**src/rtl/hazard_pkg.sv**
```systemverilog
// Shared types and opcode constants for the RV32I hazard unit.
// The opcode helpers are only called when HAZARD_OPCODE_CHECK_EN is defined.
package hazard_pkg;

    localparam int REG_AW = 5;

    localparam logic [6:0] OP_R      = 7'b0110011;
    localparam logic [6:0] OP_IMM    = 7'b0010011;
    localparam logic [6:0] OP_LOAD   = 7'b0000011;
    localparam logic [6:0] OP_STORE  = 7'b0100011;
    localparam logic [6:0] OP_BRANCH = 7'b1100011;
    localparam logic [6:0] OP_JAL    = 7'b1101111;
    localparam logic [6:0] OP_JALR   = 7'b1100111;
    localparam logic [6:0] OP_LUI    = 7'b0110111;
    localparam logic [6:0] OP_AUIPC  = 7'b0010111;

    typedef struct packed {
        logic [REG_AW-1:0] rs1;
        logic [REG_AW-1:0] rs2;
        logic [REG_AW-1:0] rd;
        logic              rs1_used;
        logic              rs2_used;
        logic              rd_valid;
    } inst_fields_t;

    function automatic logic op_uses_rs1(input logic [6:0] op);
        return (op == OP_R) || (op == OP_IMM) || (op == OP_LOAD) ||
               (op == OP_STORE) || (op == OP_BRANCH) || (op == OP_JALR);
    endfunction

    function automatic logic op_uses_rs2(input logic [6:0] op);
        return (op == OP_R) || (op == OP_STORE) || (op == OP_BRANCH);
    endfunction

    function automatic logic op_writes_rd(input logic [6:0] op);
        return (op == OP_R) || (op == OP_IMM) || (op == OP_LOAD) ||
               (op == OP_JAL) || (op == OP_JALR) || (op == OP_LUI) ||
               (op == OP_AUIPC);
    endfunction

endpackage

```
**src/rtl/hazard_inst_decode.sv**
```systemverilog
// Register-field decoder: instruction word -> rs1/rs2/rd plus validity flags.
// Optional macro HAZARD_OPCODE_CHECK_EN: qualify each field by opcode;
// otherwise every field is treated as live.
module hazard_inst_decode
    import hazard_pkg::*;
#(
    parameter int ILEN = 32
) (
    input  logic [ILEN-1:0] inst,
    output inst_fields_t    fields
);

    logic unused_bits;

    // Slice the fixed RV32I register fields and qualify them.
    always_comb begin
        fields     = '0;
        fields.rs1 = inst[19:15];
        fields.rs2 = inst[24:20];
        fields.rd  = inst[11:7];
`ifdef HAZARD_OPCODE_CHECK_EN
        fields.rs1_used = op_uses_rs1(inst[6:0]);
        fields.rs2_used = op_uses_rs2(inst[6:0]);
        fields.rd_valid = op_writes_rd(inst[6:0]);
`else
        fields.rs1_used = 1'b1;
        fields.rs2_used = 1'b1;
        fields.rd_valid = 1'b1;
`endif
    end

    // funct3/funct7/immediate bits play no part in hazard detection.
    assign unused_bits = ^{inst[ILEN-1:25], inst[14:12], inst[6:0]};

endmodule

```
**src/rtl/pipeline_hazard_unit.sv**
```systemverilog
// Hazard unit for the 3-stage RV32I pipeline: MEM->EXEC forwarding selects,
// one-cycle load-use stall and branch flush.
// Optional macro HAZARD_OPCODE_CHECK_EN: opcode-qualified register fields.
module pipeline_hazard_unit #(
    parameter int ILEN   = 32,
    parameter int REG_AW = 5
) (
    input  logic            clk,
    input  logic            rst,
    input  logic            reg_wr,
    input  logic            mem_read,
    input  logic            sel_for_branch,
    input  logic [ILEN-1:0] inst_exec,
    input  logic [ILEN-1:0] inst_mem,
    output logic            forward_sel_1,
    output logic            forward_sel_2,
    output logic            flush_sel,
    output logic            stall_sel
);
    import hazard_pkg::*;

    inst_fields_t      f_exec;
    inst_fields_t      f_mem;
    logic [REG_AW-1:0] rd_mem;
    logic              rd_mem_live;
    logic              match1;
    logic              match2;
    logic              stall_raw;
    logic              stall_q;
    logic              unused_fields;

    hazard_inst_decode #(.ILEN(ILEN)) u_dec_exec (
        .inst   (inst_exec),
        .fields (f_exec)
    );

    hazard_inst_decode #(.ILEN(ILEN)) u_dec_mem (
        .inst   (inst_mem),
        .fields (f_mem)
    );

    // x0 is hard-wired zero, so a write to it is never a producer.
    assign rd_mem      = f_mem.rd;
    assign rd_mem_live = reg_wr & f_mem.rd_valid & (rd_mem != '0);
    assign match1      = rd_mem_live & f_exec.rs1_used & (f_exec.rs1 == rd_mem);
    assign match2      = rd_mem_live & f_exec.rs2_used & (f_exec.rs2 == rd_mem);
    assign stall_raw   = mem_read & (match1 | match2);

    // Outputs are combinational and forced low for the whole reset window.
    assign forward_sel_1 = ~rst & match1;
    assign forward_sel_2 = ~rst & match2;
    assign flush_sel     = ~rst & sel_for_branch;
    assign stall_sel     = ~rst & stall_raw & ~stall_q & ~sel_for_branch;

    // Remember last cycle's stall so a load-use bubble is never repeated.
    always_ff @(posedge clk or posedge rst) begin
        if (rst) begin
            stall_q <= 1'b0;
        end else begin
            stall_q <= stall_sel;
        end
    end

    assign unused_fields = ^{f_exec.rd, f_exec.rd_valid, f_mem.rs1, f_mem.rs2,
                             f_mem.rs1_used, f_mem.rs2_used};

endmodule

```
**config.mk**
```make
export PLATFORM = sky130hd
export DESIGN_NAME = pipeline_hazard_unit
export DESIGN_NICKNAME = d
export VERILOG_FILES = /design/src/rtl/hazard_pkg.sv /design/src/rtl/hazard_inst_decode.sv /design/src/rtl/pipeline_hazard_unit.sv
export SDC_FILE = /design/constraint.sdc
export NUM_CORES = 1
export LEC_CHECK = 0
export BUFFER_PORTS_ARGS = -buffer_cell sky130_fd_sc_hd__buf_2
export CORE_MARGIN = 10
export CORE_UTILIZATION = 28
export DETAILED_ROUTE_END_ITERATION = 8
export MAX_ROUTING_LAYER = met4
export PLACE_DENSITY = 0.79
export SLEW_MARGIN = 0
export SYNTH_ARGS = -nofsm -noshare
export SYNTH_HDL_FRONTEND = slang
export SYNTH_HIERARCHICAL = 1
export SYNTH_SLANG_ARGS = --single-unit
```
**constraint.sdc**
```tcl
create_clock -name clk -period 1.5 [get_ports clk]
set_input_delay 0.075 -clock clk [delete_from_list [all_inputs] [get_ports clk]]
set_output_delay 0.075 -clock clk [all_outputs]
set_load 0.005 [all_outputs]
```
; ---- After elaboration in Yosys (flattened, before gate mapping)
; Cells that the tools add are included.
[classes]
div_mod_pow = 0
bitwise_logic = 14
n_reduce_logical = 1
eq_ne = 2
shifts = 0
n_mul = 0
addsub = 0
mux = 0
n_lt_le_gt_ge = 0
[op_table]
columns = cell, n
row1 = AND 1 bit, 10
row2 = equality test 5 bit, 2
row3 = nonzero test 5 bit, 1
row4 = NOT 1 bit, 3
row5 = OR 1 bit, 1
[word_totals]
ramBits = 0
latch_bits = 0
regBits = 1
rom_bits = 0
inputBits = 69
memories = 0

; ---- Longest topological paths before layout
[depth]
word_depth = 8
mapped_depth = 5
depth_no_buf = 4

; ---- Hierarchy
; Netlist, hierarchy kept.
[modules_own_cells]
columns = mod, seq_area_each_um2, instances, area_each_um2, cells_each
row1 = hazard_inst_decode, 0.0, 2, 138.9, 19
row2 = pipeline_hazard_unit, 25.0, 1, 190.2, 23

; ---- Worst setup path after synthesis
; Ideal clock, no wire load.
[synth_path]
kind = in2reg
start = input port inst_mem[10]
end = register stall_q
arrival_ps = 1099
setup_ps = 136
setup_slack_ps = 266
stages = 5
t_required_ps = 1364
path_cell_list = buf_4 > or4_1 > o2111ai_2 > or4b_1 > a21oi_1
[synth_via]
elab_chain_len = 8
[synth_rtl]
columns = item, line
row1 = start: declaration, pipeline_hazard_unit.sv:14  ; input logic [ILEN-1:0] inst_mem,
row2 = nonzero test 5 bit, pipeline_hazard_unit.sv:44  ; assign rd_mem_live = reg_wr & f_mem.rd_valid & (rd_mem != '0);
row3 = AND 1 bit, pipeline_hazard_unit.sv:44
row4 = AND 1 bit (on tied branches), "pipeline_hazard_unit.sv:45, pipeline_hazard_unit.sv:46"
row5 = OR 1 bit *, pipeline_hazard_unit.sv:47  ; assign stall_raw = mem_read & (match1 | match2);
row6 = AND 1 bit *, pipeline_hazard_unit.sv:47
row7 = AND 1 bit * (3 in a row), pipeline_hazard_unit.sv:53  ; assign stall_sel = ~rst & stall_raw & ~stall_q & ~sel_for_branch;
row8 = via stall_sel, pipeline_hazard_unit.sv:18  ; output logic stall_sel
row9 = end signal: assignment, pipeline_hazard_unit.sv:60  ; stall_q <= stall_sel;
row10 = end: declaration, pipeline_hazard_unit.sv:29  ; logic stall_q;
; Mark *: on every way through the listed nets, which the timed path passes. The rest lies on a longest branch.

; ---- Final worst setup path
[layout_path]
start = input port inst_mem[10]
end = output port stall_sel
[layout_via]
elab_chain_len = 8
[layout_rtl]
columns = item, line
row1 = nonzero test 5 bit, pipeline_hazard_unit.sv:44
row2 = AND 1 bit, pipeline_hazard_unit.sv:44
row3 = AND 1 bit (on tied branches), "pipeline_hazard_unit.sv:45, pipeline_hazard_unit.sv:46"
row4 = OR 1 bit *, pipeline_hazard_unit.sv:47
row5 = AND 1 bit *, pipeline_hazard_unit.sv:47
row6 = AND 1 bit * (3 in a row), pipeline_hazard_unit.sv:53
row7 = end: declaration, pipeline_hazard_unit.sv:18
; Mark *: on every way between the ends. The rest lies on a longest branch, timed or not.

==> results.md <==
- The x dimension of the die is between 50 and 60 um.
- For this block, the initial DRC count from the detailed router was 0.
- A synthesized cell averages a little under 8 sq um.
- The final number of max-transition violations is 0.
- In this run the vertical extent of the chip is between 50 and 60 um.
- After detailed routing, the total wire length is 797 um.
- The core region is roughly 1100 sq um.
- The clock group share of total power is 0%.
- The final hold violation count is 0.
- The number of flip-flops under the largest register name came to 1.
- On the critical path, the stage with the largest delay is an instance of sky130_fd_sc_hd__or4_1.
- The count of maximum capacitance violations is 0.
- The kind of end point of the critical path is a primary output.
- After clock tree synthesis, the clock-pin slew on the worst setup and hold paths is 0 ns.
- From synthesis to final layout, the design area changed by 3.38%.
- The critical path contains buffers and inverters numbering 2 combined.
- The repair_antennas step left the layout with diodes totalling 0.
- The switching share of total power is 31.8%.
- In the final layout, the share of cells above drive strength 1 is 48.0%.
- Setup violations remaining at the end of the flow were counted as 0.
- The number of buffer cells added on primary ports is 23.
- The flow ran to the end, and the final reports show no timing, DRC or antenna violations.
- The startpoint type of the worst setup path is an input port.
- The length of the first detailed-routing pass in iterations is 1.
- The highest fanout seen on the critical path is 3.
- For this run, the slowest stage of the critical path takes ~0.54 ns.
- The initial antenna violation count is 0.
- The required time at the endpoint of the critical path is ~1.4 ns.
- The congestion estimate from routability-driven global placement came to 0.671.
- IR analysis of the VDD net gives a maximum drop of 0.133 mV.
- The family of cells with the greatest summed delay on the critical path is simple AND/OR/NAND/NOR gates.
- The critical path goes through buf_2, or4_1, o2111ai_2, or4b_1, a21oi_1, buf_2.
- The full die area is approximately 3000 sq um.
- For this design the ratio of total power to cell area is ~270 nW/um^2.
- The number of warnings printed during yosys synthesis is 6.
- The per-cell routed wire length is 12.5 um.
- In the final layout, the registers with the most flip-flops are stall_q x1.
- Entering global routing, the biggest net connects 4 pins.
- Data arrives at the worst endpoint at around 1.3 ns.
- The number of vias per cell after detailed routing is ~4.0.
- The worst path uses ~91% of the clock period.
- Timing would allow up to about 740 MHz.
- The sequential group share of total power is 29.3%.
- Summed over all failing endpoints, the final setup total negative slack is 0 ns.
- The global router's overall resource usage is under 10%.
- The remaining number of nets flagged by the antenna check after routing is 0.
- The clock period could shrink to 1.36 ns.
- The number of top-level pins is between 70 and 80.
- The type of the worst min-delay path is in2reg.
- The worst-case clock skew is 0 ns.
- The cell count after synthesis is 43.
- The kind of critical path is in2out.
- The total internal power is 0.0000640 W.
- The number of global-route vias before repair is between 300 and 400.
- The global-route wire length before repair is roughly 1.2 mm.
- Summed over all nets, the switching power comes to 0.0000299 W.
- Summed over all cells, the static leakage comes to roughly 0.18 nW.
- The net total in the final layout is approximately 120.
- The starting density of the core is between 20% and 30%.
- Setup repair after global routing left no endpoint under its margin.
- Global routing finished with a remaining overflow of 0.
- The routed layout has ~250 vias.
- The total number of placement rows is 12.
- The overall power of the completed layout is between 0.00009 and 0.0001 W.
- The clock latency on the worst-skew pair is 0 ns.
- The logic gate share of total power is 70.7%.
- The cell repeated most along the worst path is sky130_fd_sc_hd__buf_2.
- The register ranked first by flip-flop count is stall_q.
- The remaining design rule violation count is 0.
- The synthesized cell area is ~330 sq um.
power groups by stage:
stage               clock, W  sequential, W  combinational [W]
floorplan                  0      0.0000275          0.0000674
global placement           0      0.0000275          0.0000621
detailed placement         0      0.0000275          0.0000652
CTS                        0      0.0000275          0.0000674
global route               0      0.0000275          0.0000755
finish                     0      0.0000275          0.0000664
routing by layer:
metal	up-vias	global-route usage, %	wire (um)
li1	134	-	-
met5	-	-	0
met1	107	6.17	311
met4	0	0	0
met2	13	11.1	419
met3	0	0.271	67
area by class of cell:
type                            instances  area (sq um)
Tap cell                               14          17.5
Inverter                                1          3.75
Fill cell                             134           767
Sequential cell                         1          25.0
Timing Repair Buffer                   24           125
Multi-Input combinational cell         24           173
repair_timing:
| item | CTS | global route |
|---|---|---|
| endpoints found under the setup margin | 0 | 0 |
| resized for setup | 0 | 0 |
| hold endpoints to repair | 1 | 0 |
| buffers inserted | 0 | 0 |
| hold buffers | 1 | 0 |
worst paths after layout:
| kind | from | end | slack, ns | cells past startpoint |
|---|---|---|---|---|
| worst max register to register | stall_q | stall_q | 0.43 | 2 |
| max in group asynchronous | rst | stall_q | 0.89 | 3 |
| min in group asynchronous | rst | stall_q | 0.51 | 3 |
| worst min-delay path | sel_for_branch | stall_q | 0.34 | 3 |
| worst min register to register | stall_q | stall_q | 0.49 | 2 |
| worst max-delay path | inst_mem[10] | stall_sel | 0.14 | 6 |
worst register-to-register path, cell delays in order (launching register included):
cell and delay [ns]:
sky130_fd_sc_hd__dfrtp_1 0.34, sky130_fd_sc_hd__or4b_1 0.49, sky130_fd_sc_hd__a21oi_1 0.16
placed cells by master (no fill, tap or decap), drive strengths merged:
cell type / n
inv: 1
xnor2: 2
nor2b: 1
or4b: 1
nand3: 2
conb: 3
o2111ai: 1
or4: 1
nor4: 2
buf: 23
dlygate4sd3: 1
a21oi: 1
dfrtp: 1
xor2: 8
nor2: 2
stage by stage:
| step | std cells | worst slack, ns | hold slack (ns) | util, % | cell area [sq um] |
|---|---|---|---|---|---|
| 2_1_floorplan | 44 | 0.266 | -0.180 | - | 337 |
| 4_1_cts | 64 | 0.125 | 0.347 | 31.0 | 344 |
| 6_report | 64 | 0.140 | 0.342 | 31.0 | 344 |
| 5_1_grt | 64 | 0.0847 | 0.361 | 31.0 | 344 |
| 3_3_place_gp | 63 | 0.154 | -0.0592 | 30.1 | 334 |
| 3_5_place_dp | 63 | 0.131 | -0.0474 | 30.1 | 334 |
No activity file was read; power rests on OpenSTA's default activity.
